--- src/rtl/intpol2_dn_pkg.sv ---
`default_nettype none
// ============================================================================
// Module      : intpol2_dn_pkg
// Description : Shared types and width helpers for the 2nd-order
//               interpolator down-path controller (intpol2_dn_ctrl).
//               - state_t    : controller state encoding
//               - calc_ch_w  : channel-select width, max(1, clog2(NCH))
//               - calc_ph_w  : phase width, max(1, LOG2_L)
//               Modules derive their CH_W / PH_W constants from these.
// Revision    : 1.0 - initial release
// ============================================================================
package intpol2_dn_pkg;

    typedef enum logic [2:0] {
        ST_IDLE   = 3'd0,
        ST_PRIME  = 3'd1,
        ST_RUN    = 3'd2,
        ST_REFILL = 3'd3,
        ST_BYP    = 3'd4,
        ST_DONE   = 3'd5
    } state_t;

    // Channel select is at least one bit wide even for a single channel.
    function automatic int calc_ch_w(input int nch);
        return (nch > 1) ? $clog2(nch) : 1;
    endfunction

    function automatic int calc_ph_w(input int log2_l);
        return (log2_l > 1) ? log2_l : 1;
    endfunction

endpackage : intpol2_dn_pkg
`default_nettype wire

--- src/rtl/intpol2_dn_cnt.sv ---
`default_nettype none
// ============================================================================
// Module      : intpol2_dn_cnt
// Description : Phase / channel / sample counters for intpol2_dn_ctrl.
//               The channel counter wraps at NCH-1, the phase counter wraps
//               naturally at L-1 (L is a power of two). The sample counter
//               never wraps; its width covers the largest legal ilen.
// Ports       : clk, rst       - clock, asynchronous active-high reset
//               clr            - synchronous clear of all counters
//               ch_step        - advance channel (wraps to 0 after NCH-1)
//               ph_step        - advance phase
//               smp_step       - advance sample (per-channel) count
//               ch, ph, smp    - counter values
//               ch_last        - channel counter at NCH-1
//               ph_last        - phase counter at L-1
// Revision    : 1.0 - initial release
// ============================================================================
module intpol2_dn_cnt
    import intpol2_dn_pkg::*;
#(
    parameter int NCH   = 1,
    parameter int CH_W  = calc_ch_w(NCH),
    parameter int PH_W  = 2,
    parameter int SMP_W = 33
) (
    input  logic             clk,
    input  logic             rst,
    input  logic             clr,
    input  logic             ch_step,
    input  logic             ph_step,
    input  logic             smp_step,
    output logic [CH_W-1:0]  ch,
    output logic [PH_W-1:0]  ph,
    output logic [SMP_W-1:0] smp,
    output logic             ch_last,
    output logic             ph_last
);

    assign ch_last = (ch == CH_W'(NCH - 1));
    assign ph_last = &ph;

    always_ff @(posedge clk or posedge rst) begin
        if (rst) begin
            ch  <= '0;
            ph  <= '0;
            smp <= '0;
        end else if (clr) begin
            ch  <= '0;
            ph  <= '0;
            smp <= '0;
        end else begin
            if (ch_step) begin
                ch <= ch_last ? '0 : ch + 1'b1;
            end
            if (ph_step) begin
                ph <= ph + 1'b1;
            end
            if (smp_step) begin
                smp <= smp + 1'b1;
            end
        end
    end

endmodule : intpol2_dn_cnt
`default_nettype wire

--- src/rtl/intpol2_dn_ctrl.sv ---
`default_nettype none
// ============================================================================
// Module      : intpol2_dn_ctrl
// Description : Control FSM for an L-times 2nd-order (3-tap) interpolator
//               over NCH time-multiplexed channels. Primes three samples per
//               channel, emits L phases per channel per input sample, then
//               refills one sample per channel until ilen samples have been
//               consumed. A bypass mode streams raw samples straight through.
// Ports       : clk, rst              - clock, asynchronous active-high reset
//               start                 - one-cycle job start (ignored if busy)
//               empty_i, afull_i      - input FIFO empty / output FIFO almost full
//               ilen                  - samples per channel for the job
//               bypass                - pass-through mode, sampled at start
//               rd_en, wr_en          - input FIFO read / output FIFO write
//               ld_shift, ch_sel      - shift-register load and its channel
//               phase                 - interpolation phase k (x = k/L)
//               sel_bypass            - datapath mux selects raw sample
//               busy, done            - job active / one-cycle completion
//               stop_empty/stop_afull - stalled on empty input / full output
//               clear                 - datapath clear, asserted on accepted start
//               out_cnt               - write counter (INTPOL2_DN_STATUS_CNT_EN)
// Options     : define INTPOL2_DN_STATUS_CNT_EN to add the out_cnt port.
// Revision    : 1.0 - initial release
// ============================================================================
module intpol2_dn_ctrl
    import intpol2_dn_pkg::*;
#(
    parameter int DATA_WIDTH = 32,
    parameter int LOG2_L     = 2,
    parameter int NCH        = 1
) (
    input  logic                                   clk,
    input  logic                                   rst,
    input  logic                                   start,
    input  logic                                   empty_i,
    input  logic                                   afull_i,
    input  logic [DATA_WIDTH:0]                    ilen,
    input  logic                                   bypass,
    output logic                                   rd_en,
    output logic                                   wr_en,
    output logic                                   ld_shift,
    output logic [calc_ch_w(NCH)-1:0]              ch_sel,
    output logic [calc_ph_w(LOG2_L)-1:0]           phase,
    output logic                                   sel_bypass,
    output logic                                   busy,
    output logic                                   done,
    output logic                                   stop_empty,
    output logic                                   stop_afull,
    output logic                                   clear
`ifdef INTPOL2_DN_STATUS_CNT_EN
    ,
    output logic [DATA_WIDTH+LOG2_L+$clog2(NCH):0] out_cnt
`endif
);

    localparam int CH_W  = calc_ch_w(NCH);
    localparam int PH_W  = calc_ph_w(LOG2_L);
    localparam int SMP_W = DATA_WIDTH + 1;

    state_t             r_state;
    logic [SMP_W-1:0]   r_ilen;
    logic               r_ld_pend;
    logic               r_byp_wr_pend;
    logic [CH_W-1:0]    r_ld_ch;

    logic [CH_W-1:0]    w_cnt_ch;
    logic [PH_W-1:0]    w_cnt_ph;
    logic [SMP_W-1:0]   w_cnt_smp;
    logic               w_ch_last;
    logic               w_ph_last;

    logic               w_is_fill;
    logic               w_is_run;
    logic               w_is_byp;
    logic               w_byp_open;
    logic               w_start_acc;
    logic               w_rd_acc;
    logic               w_wr_run;

    always_comb begin
        w_is_fill   = (r_state == ST_PRIME) || (r_state == ST_REFILL);
        w_is_run    = (r_state == ST_RUN);
        w_is_byp    = (r_state == ST_BYP);
        // Bypass still has reads outstanding until ilen rounds of NCH reads.
        w_byp_open  = w_is_byp && (w_cnt_smp != r_ilen);
        w_start_acc = (r_state == ST_IDLE) && start;
        w_rd_acc    = (w_is_fill && !empty_i) ||
                      (w_byp_open && !empty_i && !afull_i);
        // The first RUN cycle after a fill carries the final ld_shift on
        // ch_sel, so the write for channel 0 waits one cycle.
        w_wr_run    = w_is_run && !afull_i && !r_ld_pend;
    end

    intpol2_dn_cnt #(
        .NCH   (NCH),
        .CH_W  (CH_W),
        .PH_W  (PH_W),
        .SMP_W (SMP_W)
    ) u_cnt (
        .clk      (clk),
        .rst      (rst),
        .clr      (w_start_acc),
        .ch_step  (w_rd_acc || (w_wr_run && w_ph_last)),
        .ph_step  (w_wr_run),
        .smp_step (w_rd_acc && w_ch_last),
        .ch       (w_cnt_ch),
        .ph       (w_cnt_ph),
        .smp      (w_cnt_smp),
        .ch_last  (w_ch_last),
        .ph_last  (w_ph_last)
    );

    always_ff @(posedge clk or posedge rst) begin
        if (rst) begin
            r_state       <= ST_IDLE;
            r_ilen        <= '0;
            r_ld_pend     <= 1'b0;
            r_byp_wr_pend <= 1'b0;
            r_ld_ch       <= '0;
        end else begin
            r_ld_pend     <= w_is_fill && w_rd_acc;
            r_byp_wr_pend <= w_is_byp && w_rd_acc;
            // Remember which channel a read belonged to for the follow-up
            // ld_shift (fill) or write (bypass) one cycle later.
            if (w_start_acc) begin
                r_ld_ch <= '0;
            end else if (w_rd_acc) begin
                r_ld_ch <= w_cnt_ch;
            end

            case (r_state)
                ST_IDLE: begin
                    if (start) begin
                        r_ilen <= ilen;
                        if (bypass) begin
                            r_state <= ST_BYP;
                        end else if (ilen < SMP_W'(3)) begin
                            r_state <= ST_DONE;
                        end else begin
                            r_state <= ST_PRIME;
                        end
                    end
                end
                ST_PRIME: begin
                    // Third pass over all channels completes the prime.
                    if (w_rd_acc && w_ch_last && (w_cnt_smp == SMP_W'(2))) begin
                        r_state <= ST_RUN;
                    end
                end
                ST_RUN: begin
                    if (w_wr_run && w_ph_last && w_ch_last) begin
                        r_state <= (w_cnt_smp < r_ilen) ? ST_REFILL : ST_DONE;
                    end
                end
                ST_REFILL: begin
                    if (w_rd_acc && w_ch_last) begin
                        r_state <= ST_RUN;
                    end
                end
                ST_BYP: begin
                    // The last pending write leaves in this same cycle.
                    if (!w_byp_open) begin
                        r_state <= ST_DONE;
                    end
                end
                ST_DONE: begin
                    r_state <= ST_IDLE;
                end
                default: begin
                    r_state <= ST_IDLE;
                end
            endcase
        end
    end

    assign rd_en      = w_rd_acc;
    assign wr_en      = w_wr_run || (w_is_byp && r_byp_wr_pend);
    assign ld_shift   = r_ld_pend;
    assign ch_sel     = (w_is_run && !r_ld_pend) ? w_cnt_ch : r_ld_ch;
    assign phase      = w_cnt_ph;
    assign sel_bypass = w_is_byp;
    assign busy       = (r_state != ST_IDLE);
    assign done       = (r_state == ST_DONE);
    assign stop_empty = (w_is_fill || w_byp_open) && empty_i;
    assign stop_afull = (w_is_run || w_byp_open) && afull_i;
    assign clear      = w_start_acc;

`ifdef INTPOL2_DN_STATUS_CNT_EN
    always_ff @(posedge clk or posedge rst) begin
        if (rst) begin
            out_cnt <= '0;
        end else if (w_start_acc) begin
            out_cnt <= '0;
        end else if (wr_en) begin
            out_cnt <= out_cnt + 1'b1;
        end
    end
`endif

endmodule : intpol2_dn_ctrl
`default_nettype wire

--- config.mk ---
export PLATFORM = sky130hd
export DESIGN_NAME = intpol2_dn_ctrl
export DESIGN_NICKNAME = d
export VERILOG_FILES = /design/src/rtl/intpol2_dn_pkg.sv /design/src/rtl/intpol2_dn_cnt.sv /design/src/rtl/intpol2_dn_ctrl.sv
export SDC_FILE = /design/constraint.sdc
export NUM_CORES = 1
export LEC_CHECK = 0
export BUFFER_PORTS_ARGS = -buffer_cell sky130_fd_sc_hd__buf_2
export CAP_MARGIN = 10
export CORE_MARGIN = 2
export CORE_UTILIZATION = 55
export DETAILED_ROUTE_END_ITERATION = 12
export PLACE_DENSITY_LB_ADDON = 0.15
export SYNTH_ARGS = -nofsm -noshare
export SYNTH_HDL_FRONTEND = slang
export SYNTH_SLANG_ARGS = --single-unit
--- constraint.sdc ---
create_clock -name clk -period 9.2 [get_ports clk]
set_clock_uncertainty 0.15 [all_clocks]
set_input_delay 2.76 -clock clk [delete_from_list [all_inputs] [get_ports clk]]
set_output_delay 2.76 -clock clk [all_outputs]
set_load 0.01 [all_outputs]
Yosys cells after proc, flatten, opt, wreduce, memory -nomap -nowiden
Cells that the tools add are included.
{"block": "totals", "reg_bits": 75, "input_bits": 39, "output_inout_bits": 12, "word_cells": 80}
{"block": "classes", "add_sub_neg": 3, "magnitude_cmp": 2, "eq_ne": 12, "mux": 19, "n_bitwise": 1, "reduce_logical": 35}
{"operator": "$mux W33", "n": 2}
{"operator": "$add A33 B1 Y33 const B", "n": 1}
{"operator": "$eq A33 B2 Y1 const B", "n": 1}
{"operator": "$lt A33 B2 Y1 const B", "n": 1}
{"operator": "$lt A33 B33 Y1", "n": 1}
{"operator": "$ne A33 B33 Y1", "n": 1}
{"operator": "$mux W3", "n": 8}
{"operator": "$logic_and A1 B1 Y1", "n": 17}
{"operator": "$pmux W3 S5", "n": 1}
{"operator": "$reduce_bool A2 Y1", "n": 4}
{"operator": "$eq A3 B2 Y1 const B", "n": 2}
{"operator": "$eq A3 B3 Y1 const B", "n": 2}
{"operator": "$logic_or A1 B1 Y1", "n": 6}
{"operator": "$mux W1", "n": 6}
{"operator": "$ne A2 B1 Y1 const B", "n": 3}
{"operator": "$reduce_and A5 Y1", "n": 1}
{"operator": "$mux W2", "n": 2}
{"operator": "$ne A2 B2 Y1 const B", "n": 2}
{"operator": "$reduce_and A2 Y1", "n": 2}
{"operator": "$eq A3 B1 Y1 const B", "n": 1}
{"operator": "$logic_not A1 Y1", "n": 3}
{"operator": "$logic_not A3 Y1", "n": 1}
{"operator": "$reduce_bool A3 Y1", "n": 1}
{"operator": "$add A2 B1 Y2 const B", "n": 1}
{"operator": "other kinds (2)", "n": 2}

Longest topological paths before layout
{"block": "logic_depth", "word_depth": 9, "ltp_mapped": 10, "ltp_nobuf": 8}

By module
From an unflattened synthesis, not the netlist that was laid out.
{"block": "unflattened", "cells_unflattened": 504, "area_unflattened_um2": 4534.3}
{"module": "intpol2_dn_ctrl", "n_inst": 1, "cells_per_inst": 302, "area_each_um2": 2618.8, "seq_area_each_um2": 975.9}
{"module": "intpol2_dn_cnt", "n_inst": 1, "cells_per_inst": 202, "area_each_um2": 1915.6, "seq_area_each_um2": 875.8}

Worst setup path after synthesis
Ideal clock, no wire load.
{"block": "synth_timing", "kind": "input to output", "start": "in empty_i", "end": "out rd_en", "arrival_time_ns": 3.590, "t_required_ns": 6.290, "slack_ns": 2.700, "path_stages": 4, "path_buffers": 1, "path_cell_list": "nor2_1 -> or4b_4 -> and2_1 -> buf_6"}
{"block": "synth_between", "elab_chain_cells": 4, "elab_cells_between_ends": 5, "classes_between": "reduce/logical (5)"}
{"element": "start: declaration", "line": "intpol2_dn_ctrl.sv:35", "source": "input logic empty_i,"}
{"element": "$logic_not A1 Y1 (*)", "line": "intpol2_dn_ctrl.sv:87, intpol2_dn_ctrl.sv:88"}
{"element": "$logic_and A1 B1 Y1 (2 in a row)", "line": "intpol2_dn_ctrl.sv:88", "source": "(w_byp_open && !empty_i && !afull_i);"}
{"element": "$logic_or A1 B1 Y1 (*)", "line": "intpol2_dn_ctrl.sv:87", "source": "w_rd_acc = (w_is_fill && !empty_i) ||"}
{"element": "end: declaration", "line": "intpol2_dn_ctrl.sv:39", "source": "output logic rd_en,"}
Every way passes the cells marked *; elsewhere a longest branch is shown, timed or not.

Worst setup path in the final report
Ends and elaborated chain as after synthesis.

==> results.cfg <==
[status]
status = finished, final reports clean

[layout]
ff_latch_area_sq_um = 1830
areaGrowthSynthToFinish_pct = 10.5
drive_gt1_frac = 0.128
antenna_cells = 0
final_cells = 627
nets = 599
n_fill_cell = 691
multi_input_area_sq_um = 2200

[timing]
hold_viol = 0
rsz0062_at_grt = false
layout_setup_ws_ps = 2220
tightest_slew_ps = 937
slew-limit-headroom = 0.376
period_minus_slack_ps = 6980
min_period_over_period = 0.759
setup_tns_ps = 0
setup_violations = 0
drv_slew = 0
max_freq_ghz = 0.143

[place]
routabilityCongestion = 0.864
portBuffers = 49
hpwl_mm = 7.25
pre_cts_slack_ps = 2250
dp_cells = 615

[floorplan]
row_count = 32
io_pins = 51
dieArea_sq_um = 8490
fp.dieW_um = 92.1
die_y_um = 92.1
start_util = 0.561
core-area_sq_um = 7610

[worst_setup_path]
rr_worst_depth = 7
slowest_stage = or4b_4
path_max_fanout = 22
r2r_end = r_state[1]$_DFFE_PP0P_
path_cells = buf_2 > nor2_1 > or4b_4 > and2_1 > buf_2
r2r_start = u_cnt.smp[8]$_DFFE_PP0P_
r2r_slack_ps = 5760
worst_path_largest_cell_delay_ps = 640
crit_arrival_ps = 4070
worst_setup_path_start_kind = input pin
crit_path_end_kind = output port
criticalPathCategory = input pin to output port
crit_path_frequent_cell = buf_2
cp_data_required_time_ps = 6290

[power_and_ir_drop]
p_seq_frac = 0.446
switching_share = 0.367
total_power_uw = 1050
p_comb_frac = 0.347
ir_drop_mv = 0.0938
p_sw_uw = 385
powerDensity_nw_per_um2 = 222
p_int_uw = 664
p_leak_uw = 0.00224
p_clk_frac = 0.207

[global_route]
overflow = 0
grt_pass1_vias = 3451
grt_max_degree = 95
grtUsageTotal = 0.259
antenna_found_initial = 0
grt_pass1_wl_mm = 17.0

[detailed_routing]
routedWlPerCell_um = 16.1
routed_wl_mm = 10.1
drt-initial-drc-count = 207
drt_pass1_iterations = 5
vias = 3622
via_per_inst = 5.78
drc_errors = 0
final_antenna_net_count = 0

[synthesis]
ys_top_cells_by_area = dfrtp_1 (43%), ha_1 (11%), nand2_1 (6.1%), o21ai_0 (5.2%), xor2_1 (3.7%)
netlist_instances = 483
synth_top_area_cell = dfrtp_1
synth_area_sq_um = 4270
synth_seq_area_share = 0.428
ys.flop_type = dfrtp_1
synth_common_cells = dfrtp_1 (73), nand2_1 (69), o21ai_0 (44)
synth_edf_count = 0
syn_area_per_cell_sq_um = 8.84
synth.top_cell.area_share = 0.428
postSynth.asyncResetShare = 1.00
yosysWarnings = 0
synth_cell_type_count = 46
synth.net_count = 558
synth_seq_cells = 73
synth_most_common_cell = dfrtp_1

[clock_tree]
clkLatencyLatePin_ps = 350
cts_sinks = 73
cts_buffers = 9
post_cts.repair.setup_buffers = 0
tritoncts = yes
htreeDepth = 3
cts_root_buf = clkbuf_8
path_clk_slew_ps = 70
ctsResizeCount = 0
ctsHoldBuffers = 0
clockBufferDepth = 2

[min_path]
min_path_cells = 2
worstHoldStart = r_ilen[0]$_DFFE_PP0P_
hp-class = register to register
hold_end = r_ilen[0]$_DFFE_PP0P_

[flow_run]
maxCapViolations = 0
-- through the flow --
| stage | cell area (sq um) | hold WS, ps | util |
|---|---|---|---|
| floorplan | 4270 | 302 | - |
| global placement | 4560 | 321 | 0.600 |
| global route | 4720 | 371 | 0.620 |
| detailed placement | 4560 | 328 | 0.600 |
| CTS | 4720 | 347 | 0.620 |
| finish | 4720 | 353 | 0.620 |
-- sequential cells by signal (all words and copies together) (netlist names) --
name	flops
ld_shift	1
r_byp_wr_pend	1
r_ilen	33
r_state	3
u_cnt.ph	2
u_cnt.smp	33
-- worst max path at each step --
stage             from     to  slack (ps)  cells past startpoint
5_1_grt        empty_i  rd_en        2160                      5
4_1_cts        empty_i  rd_en        2240                      5
2_1_floorplan  empty_i  rd_en        2700                      4
6_report       empty_i  rd_en        2220                      5
3_5_place_dp   empty_i  rd_en        2250                      5
3_3_place_gp   empty_i  rd_en        2250                      5
-- power by group through the flow --
stage,clock (uW),sequential (uW),combinational [uW]
2_1_floorplan,0,454,273
3_3_place_gp,0,470,348
3_5_place_dp,0,473,364
4_1_cts,222,467,368
5_1_grt,237,481,427
6_report,217,468,364
-- critical path, delay by kind of cell --
| family | cells | cell delay (ps) |
|---|---|---|
| simple gates | 3 | 1010 |
| buf+inv | 2 | 300 |
-- cells in the final DEF (no fill, tap or decap), types with 18 or more instances in the layout --
cell type,instances
nor2_1,35
buf_2,49
nand3_1,18
ha_1,36
inv_1,37
nand4_1,24
o21ai_0,44
xor2_1,18
nand2_1,69
dfrtp_1,73
-- cell type report --
cell class	count	area share
Clock buffer	11	0.0321
Clock inverter	1	0.00106
Inverter	39	0.0310
Multi-Input combinational cell	350	0.467
Sequential cell	73	0.387
Tap cell	102	0.0270
Timing Repair Buffer	51	0.0551
-- metal layers --
layer | part of all wire | routed length (um) | GRT usage
met5 | 0 | 0 | 0
met4 | 0.020 | 206 | 0.0958
met3 | 0.057 | 570 | 0.0427
met2 | 0.45 | 4520 | 0.393
met1 | 0.47 | 4770 | 0.374
-- kinds of logic (layout without fill, tap and decap cells) --
group	Yosys count	in the layout	synth area share
AO/OA/AOI/OAI	85	85	0.117
XOR/XNOR	23	23	0.0472
adder cells (fa/ha/maj)	36	36	0.105
buffers and inverters	60	102	0.0565
flip-flops	73	73	0.428
multiplexers	2	2	0.00469
other	1	1	0.000878
AND/OR/NAND/NOR	203	203	0.240
No activity file was read; power rests on OpenSTA's default activity.
